[src/rtl/blowfish128_round_ctrl.sv]
// Blowfish-128 round sequencer: drives the shared F-function through the
// 16-round Feistel schedule (encrypt or decrypt), fetches P-array subkeys
// through a combinational read port and returns the result on valid/ready.
module blowfish128_round_ctrl #(
  parameter int unsigned NROUNDS    = 16,
  parameter int unsigned FF_TIMEOUT = 64
) (
  input  logic         Clk,
  input  logic         RstN,
  input  logic         in_valid,
  output logic         in_ready,
  input  logic [127:0] in_block,
  input  logic         decrypt,
  output logic         out_valid,
  input  logic         out_ready,
  output logic [127:0] out_block,
  output logic         err,
  output logic [4:0]   p_addr,
  input  logic [63:0]  p_data,
  output logic         ff_enable,
  output logic [63:0]  ff_x,
  input  logic [63:0]  ff_y,
  input  logic         ff_valid
);

  localparam int unsigned PAW = 5;
  localparam int unsigned RW  = 5;
  localparam int unsigned TW  = $clog2(FF_TIMEOUT + 1);

  typedef enum logic [2:0] {
    S_IDLE,
    S_KEY_XOR,
    S_FF_RUN,
    S_FF_DONE,
    S_FIN_A,
    S_FIN_B,
    S_OUT
  } state_t;

  state_t           r_state;
  logic [63:0]      r_l;
  logic [63:0]      r_r;
  logic [63:0]      r_fy;
  logic [RW-1:0]    r_round;
  logic [TW-1:0]    r_tmr;
  logic             r_dec;
  logic             r_in_ready;
  logic             r_out_valid;
  logic             r_err;
  logic             r_ff_enable;
  logic [PAW-1:0]   r_p_addr;
  logic [RW-1:0]    w_round_nx;

  // Subkey index for a schedule step; decrypt walks the P-array backwards.
  function automatic logic [PAW-1:0] kidx(input logic dec, input logic [RW-1:0] idx);
    kidx = dec ? PAW'(NROUNDS + 32'd1 - 32'(idx)) : PAW'(idx);
  endfunction

  // Next schedule step; p_addr is pre-loaded with its subkey index so the
  // combinational P read is ready in the cycle that consumes it.
  assign w_round_nx = r_round + RW'(1);

  // Round sequencer with all outputs registered.
  always_ff @(posedge Clk or negedge RstN) begin
    if (!RstN) begin
      r_state     <= S_IDLE;
      r_l         <= '0;
      r_r         <= '0;
      r_fy        <= '0;
      r_round     <= '0;
      r_tmr       <= '0;
      r_dec       <= 1'b0;
      r_in_ready  <= 1'b1;
      r_out_valid <= 1'b0;
      r_err       <= 1'b0;
      r_ff_enable <= 1'b0;
      r_p_addr    <= '0;
    end else begin
      case (r_state)
        S_IDLE: begin
          if (in_valid) begin
            r_l        <= in_block[127:64];
            r_r        <= in_block[63:0];
            r_dec      <= decrypt;
            r_round    <= '0;
            r_tmr      <= '0;
            r_err      <= 1'b0;
            r_in_ready <= 1'b0;
            r_p_addr   <= kidx(decrypt, '0);
            r_state    <= S_KEY_XOR;
          end
        end
        S_KEY_XOR: begin
          r_l         <= r_l ^ p_data;
          r_ff_enable <= 1'b1;
          r_state     <= S_FF_RUN;
        end
        S_FF_RUN: begin
          if (ff_valid) begin
            r_fy        <= ff_y;
            r_ff_enable <= 1'b0;
            r_state     <= S_FF_DONE;
          end else if (r_tmr == TW'(FF_TIMEOUT - 1)) begin
            r_err       <= 1'b1;
            r_ff_enable <= 1'b0;
            r_tmr       <= '0;
            r_in_ready  <= 1'b1;
            r_state     <= S_IDLE;
          end else begin
            r_tmr <= r_tmr + TW'(1);
          end
        end
        S_FF_DONE: begin
          r_l      <= r_r ^ r_fy;
          r_r      <= r_l;
          r_tmr    <= '0;
          r_round  <= w_round_nx;
          r_p_addr <= kidx(r_dec, w_round_nx);
          r_state  <= (r_round == RW'(NROUNDS - 1)) ? S_FIN_A : S_KEY_XOR;
        end
        S_FIN_A: begin
          // Undo the final swap and whiten R.
          r_l      <= r_r;
          r_r      <= r_l ^ p_data;
          r_round  <= w_round_nx;
          r_p_addr <= kidx(r_dec, w_round_nx);
          r_state  <= S_FIN_B;
        end
        S_FIN_B: begin
          r_l         <= r_l ^ p_data;
          r_out_valid <= 1'b1;
          r_state     <= S_OUT;
        end
        S_OUT: begin
          if (out_ready) begin
            r_out_valid <= 1'b0;
            r_in_ready  <= 1'b1;
            r_state     <= S_IDLE;
          end
        end
        default: r_state <= S_IDLE;
      endcase
    end
  end

  assign in_ready  = r_in_ready;
  assign out_valid = r_out_valid;
  assign out_block = {r_l, r_r};
  assign err       = r_err;
  assign p_addr    = r_p_addr;
  assign ff_enable = r_ff_enable;
  assign ff_x      = r_l;

endmodule

[config.mk]
export PLATFORM = sky130hd
export DESIGN_NAME = blowfish128_round_ctrl
export DESIGN_NICKNAME = d
export VERILOG_FILES = /design/src/rtl/blowfish128_round_ctrl.sv
export SDC_FILE = /design/constraint.sdc
export NUM_CORES = 1
export LEC_CHECK = 0
export BUFFER_PORTS_ARGS = -buffer_cell sky130_fd_sc_hd__buf_2
export CAP_MARGIN = 10
export CELL_PAD_IN_SITES_DETAIL_PLACEMENT = 2
export CELL_PAD_IN_SITES_GLOBAL_PLACEMENT = 2
export CORE_MARGIN = 2
export CORE_UTILIZATION = 33
export CTS_BUF_LIST = sky130_fd_sc_hd__clkbuf_8
export DETAILED_ROUTE_END_ITERATION = 8
export PLACE_DENSITY_LB_ADDON = 0.15
export SKIP_LAST_GASP = 1
export SYNTH_ARGS = -nofsm -noshare
export SYNTH_HDL_FRONTEND = slang
export SYNTH_SLANG_ARGS = --single-unit
export TNS_END_PERCENT = 10
[constraint.sdc]
create_clock -name Clk -period 2.53 [get_ports Clk]
set_input_delay 0.253 -clock Clk [delete_from_list [all_inputs] [get_ports Clk]]
set_output_delay 0.253 -clock Clk [all_outputs]
set_load 0.02 [all_outputs]
---- Word-level counts from Yosys, hierarchy flattened ----
Index checks and enable logic that the tools add are counted.
operators by class
  add/sub/neg operators ................... 3
  equality and inequality tests ........... 13
  multiplexer cells ....................... 31
  bitwise operators ....................... 2
  reductions and logical operators ........ 22
operators by type and width
  operator               number
  $pmux W64 S4           1
  $pmux W64 S3           1
  $mux W64               2
  $xor A64 B64 Y64       2
  $mux W7                3
  $pmux W3 S7            1
  $pmux W7 S3            1
  $mux W5                4
  $pmux W5 S2            2
  $mux W3                5
  $reduce_and A2 Y1      7
  $eq A3 B3 Y1 const B   3
  $reduce_bool A3 Y1     3
  $ne A2 B2 Y1 const B   4
  $reduce_bool A2 Y1     4
  $add A7 B1 Y7 const B  1
  $eq A7 B6 Y1 const B   1
  $mux W1                7
  $eq A3 B2 Y1 const B   2
  $pmux W1 S2            3
  $reduce_and A3 Y1      2
  $add A5 B1 Y5 const B  1
  $eq A5 B4 Y1 const B   1
  $reduce_and A5 Y1      1
  8 further kinds        9
word-level totals
  bits in registers ....................... 217
  input bits .............................. 262
  output and inout port bits .............. 201
  logic and storage cells ................. 83

---- Longest topological paths before layout ----
  depth in word-level cells ............... 4
  depth in mapped cells ................... 7
  gate-level depth less buffers ........... 6

---- Worst setup path before layout ----
Ideal clock, no wire load.
  path type ............................... flip-flop to flip-flop
  start ................................... reg r_state[2]
  end ..................................... reg r_fy[3]
  setup time .............................. 0.125 ns
  arrival ................................. 1.589 ns
  required time ........................... 2.405 ns
  slack ................................... 0.816 ns
  stages on the path, launching flop included .. 6
  buffers on the path ..................... 2
  period minus slack after synthesis ...... 1.714 ns
  path through ............................ dfrtp_1 -> buf_2 -> nand2b_1 -> nor2_4 -> buf_6 -> mux2_2
between the ends
  cells in the longest elaborated chain, start to end .. 2
RTL lines
  item                         RTL line  source
  start: declaration           40        state_t r_state;
  start signal: assignment     119       r_state <= (r_round == RW'(NROUNDS - 1)) ? S_FIN_A : S_KEY_XOR;
  $eq A3 B2 Y1                 79        case (r_state)
  $reduce_and A2 Y1 (no line)  n/a
  end signal: assignment       100       r_fy <= ff_y;
  end: declaration             43        logic [63:0] r_fy;
Every way passes these cells.
A chain may end at the register's enable or synchronous reset.

---- Worst setup path after layout ----
  start ................................... reg r_state[0]
  end ..................................... reg r_r[38]
between the ends
  cells in the longest elaborated chain, start to end .. 3
  elaborated cells on any way between the ends .. 7
RTL lines
  item                                                                 RTL line  source
  $eq A3 B3 Y1, or another cell as far along                           79
  $reduce_bool A3 Y1 (no line) / $ne A2 B2 Y1 (equally long branches)  n/a
  $reduce_and A2 Y1 (no line)                                          n/a
  end signal: assignment                                               83        r_r <= in_block[63:0];
  end signal: assignment                                               115       r_r <= r_l;
  end signal: assignment                                               124       r_r <= r_l ^ p_data;
  end: declaration                                                     42        logic [63:0] r_r;
Parallel ways exist; a longest one is shown, timed or not.

==> summary.txt <==
Status
  • Status: finished clean

Logic synthesis
  • Sequential cell area fraction in the yosys report: 43.0%
  • Post-synth EDFFs: 0
  • Simple-gate share of the synthesized area: 6.13%
  • Synth Area in Adders: 0.398%
  • Seq cells post-synth: 216
  • Xor/xnor share of the synthesized area: 9.19%
  • Largest family of logic cells by synthesized area: compound AO/OA/AOI/OAI gates
  • FFs w/ async S/R, synth: 100%
  • Unique cell type count in the Yosys netlist: 55
  • Cell count after synthesis: 1272
  • Syn avg cell area: 9.89 um2
  • Mapped cell area: 12600 um2
  • Syn Nets: 1538
  • Ys Warns: 0
  • Synth Area in Compound Gates: 27.3%
  • Mux cell area share after synthesis: 5.81%
  • Top FF cell, synth: dfrtp_1

Floorplanning
  • Core Region: 37600 um2
  • Die X: 199 um
  • Die area: 39700 um2
  • DIE HEIGHT: 199 um
  • Number of cell rows: 71
  • Starting Density: 33.5%
  • Num ports: 463

Place
  • I/O Buffers: 462
  • Pre-CTS setup slack: 315 ps
  • Routability cong.: 0.797
  • Post-DP HPWL: 37300 um

STA
  • Period utilisation layout: 90.7%
  • Setup tns final: 0 ps
  • Final WS setup: 236 ps
  • Setup violators final: 0
  • Final max-slew violation count: 0
  • Final Hold Vio Count: 0
  • Actual slew at the worst max-slew pin: 964 ps
  • Post-layout min period: 2290 ps
  • RSZ-0062 raised after global routing: false
  • Slew margin rel.: 35.6%
  • Max Fclk: 436 MHz
  • Skew final: 11.6 ps

Clocking
  • Longest Clk Path Bufs: 3
  • CTS Root Buffer Type: clkbuf_8
  • TritonCTS clock tree: done
  • Clock sink total: 216
  • Worst-Skew Late Latency: 570 ps
  • Clk slew on worst S/H paths: 60 ps
  • CTS buffer count: 43
  • H-tree levels: 2

Global routing
  • Largest net degree at the start of global routing: 91
  • First-pass GRT wire length: 91700 um
  • GR Overflow Total: 0
  • Initial antenna violation count: 6
  • Number of global-route vias before repair: 14.7k
  • GRT Total Usage: 30.3%

Hold path
  • Hold path depth: 3
  • Hold_sp: in_block[109]
  • Min-Delay Endpoint: ff_x[45]$_DFFE_PN0P_
  • Hold WC Path Type: in2reg

Detailed routing
  • Avg Vias per Cell: 5.64
  • DRC errors left: 0
  • WL met3: 4210 um
  • Max Used Layer: met5
  • Routed Antenna Nets: 0
  • M1 WL: 24200 um
  • Starting DRT DRC Count: 901
  • Met2 wire len: 31500 um
  • Routed via count: 13.3k
  • Drt first pass iters: 7
  • Drt wl/cell: 26.2 um
  • Routed wire length: 61700 um

Worst setup path
  • Worst setup SP type: flop
  • Worst setup path startpoint: r_state[0]$_DFFE_PN0P_
  • FF-to-FF Start: r_state[0]$_DFFE_PN0P_
  • R2r endpoint: r_r[38]$_DFFE_PN0P_
  • Critical Path RT: 3010 ps
  • Critical path class: reg2reg
  • Slowest CP cell: a21boi_4
  • Slowest stage delay, CP: 780 ps
  • Crit path max fanout: 24
  • CP cell instances: nand3b_1 > a21boi_4 > buf_4 > a222oi_1 > a21oi_1
  • CP endpoint kind: flop
  • Register-to-Register Path Depth: 5
  • Internal reg-to-reg setup slack: 240 ps
  • Worst EP arrival: 2770 ps

Run
  • Total of max-cap violations: 0

Final layout
  • Nets: 2069
  • Share of cells above drive strength 1: 33.9%
  • Fill cells: 3980
  • Layout area overhead: 40.0%

Pwr
  • PD cells: 1480 nW/um2
  • Leakage: 7.90 nW
  • Peak VDD IR: 0.714 mV
## area by class of cell
type / instances / area [um2] / share of cell area [%]
Antenna cell: 7 / 17.5 / 0.0994
Multi-Input combinational cell: 876 / 6210 / 35.2
Timing Repair Buffer: 659 / 4450 / 25.2
Inverter: 7 / 28.8 / 0.163
Tap cell: 511 / 639 / 3.63
Clock buffer: 58 / 798 / 4.53
Sequential cell: 216 / 5410 / 30.7
Clock inverter: 18 / 73.8 / 0.419
## worst max path at each step
stage	end	slack (ps)	depth (start not counted)
after floorplan	r_fy[3]$_DFFE_PN0P_	820	5
after global placement	p_addr[4]$_DFFE_PN0P_	400	6
after detailed placement	r_r[32]$_DFFE_PN0P_	310	5
after CTS	r_r[32]$_DFFE_PN0P_	290	5
after global routing	r_r[38]$_DFFE_PN0P_	140	5
final	r_r[38]$_DFFE_PN0P_	240	5
## critical path: cells and delay by family, from the launching register on
| family | cells | cell delay (ps) |
|---|---|---|
| simple gates | 1 | 170 |
| buf+inv | 1 | 360 |
| flops | 1 | 490 |
| compound gates | 3 | 1150 |
## cell usage after synthesis, types with 3 or more instances
| library cell | n | share of area (%) |
|---|---|---|
| nand2b_1 | 3 | 0.15 |
| buf_2 | 35 | 1.4 |
| nor3_1 | 3 | 0.12 |
| o31ai_1 | 4 | 0.24 |
| mux2_2 | 47 | 4.2 |
| a22o_1 | 127 | 8.8 |
| a21oi_1 | 133 | 5.3 |
| buf_6 | 6 | 0.54 |
| dfrtp_1 | 215 | 43 |
| o21a_1 | 4 | 0.24 |
| mux2_1 | 17 | 1.5 |
| inv_1 | 4 | 0.12 |
| buf_1 | 6 | 0.18 |
| o21ai_0 | 77 | 3.1 |
| ha_1 | 4 | 0.40 |
| inv_2 | 3 | 0.089 |
| o22ai_1 | 66 | 3.3 |
| xnor2_1 | 65 | 4.5 |
| nor2_1 | 71 | 2.1 |
| buf_4 | 72 | 4.3 |
| nor2b_1 | 4 | 0.20 |
| a222oi_1 | 64 | 5.1 |
| nand3_1 | 6 | 0.24 |
| nand2_1 | 79 | 2.4 |
| clkbuf_1 | 54 | 1.6 |
| xor2_1 | 67 | 4.7 |
## layout by cell type (no fill, tap or decap), types with 64 or more instances in the layout
cell type,synthesis,layout
nand2_1,79,79
dlygate4sd3_1,0,163
a21oi_1,133,133
nor2_1,71,71
xnor2_1,65,65
o21ai_0,77,77
dfrtp_1,215,214
buf_2,35,461
xor2_1,67,67
a222oi_1,64,64
a22o_1,127,127
o22ai_1,66,66
## layer usage
layer	vias to the layer above	global-route usage, %
li1	5773	-
met1	6788	35.7
met2	582	54.7
met3	110	5.99
met4	2	10.5
met5	-	0
## flip-flops by register name, summed over array words and instances (netlist names)
name	count
ff_x	64
r_fy	64
r_r	64
r_tmr	7
r_round	5
p_addr	4
r_state	3
err	1
ff_enable	1
in_ready	1
out_valid	1
r_dec	1
## stage by stage
stage	util, %	hold WS (ps)	power, mW	std cells	cell area, um2
final	46.9	29.3	26.0	2352	17600
after global routing	46.9	9.09	27.6	2349	17600
after CTS	46.8	0.0764	25.7	2345	17600
after detailed placement	40.2	305	21.6	2106	15100
after global placement	40.2	314	21.1	2106	15100
after floorplan	-	-42.6	16.9	1272	12600
## cells by family (layout without fill, tap and decap cells)
family                   count (synthesis)  after routing
AND/OR/NAND/NOR                        181            181
AO/OA/AOI/OAI                          494            494
flip-flops                             216            216
multiplexers                            65             65
buffers and inverters                  180            742
XOR/XNOR                               132            132
other                                    0              7
adder cells (fa/ha/maj)                  4              4
## power by group
part | switching [mW] | internal [mW]
logic | 9.01 | 5.86
clock network | 1.69 | 2.03
registers | 2.20 | 5.21
## what timing repair did
item	in CTS	in global routing
hold buffers	163	0
resized for setup	0	0
buffers inserted	0	0
endpoints found under the hold margin	203	0
Note: power is estimated with default switching activity, not from simulation.
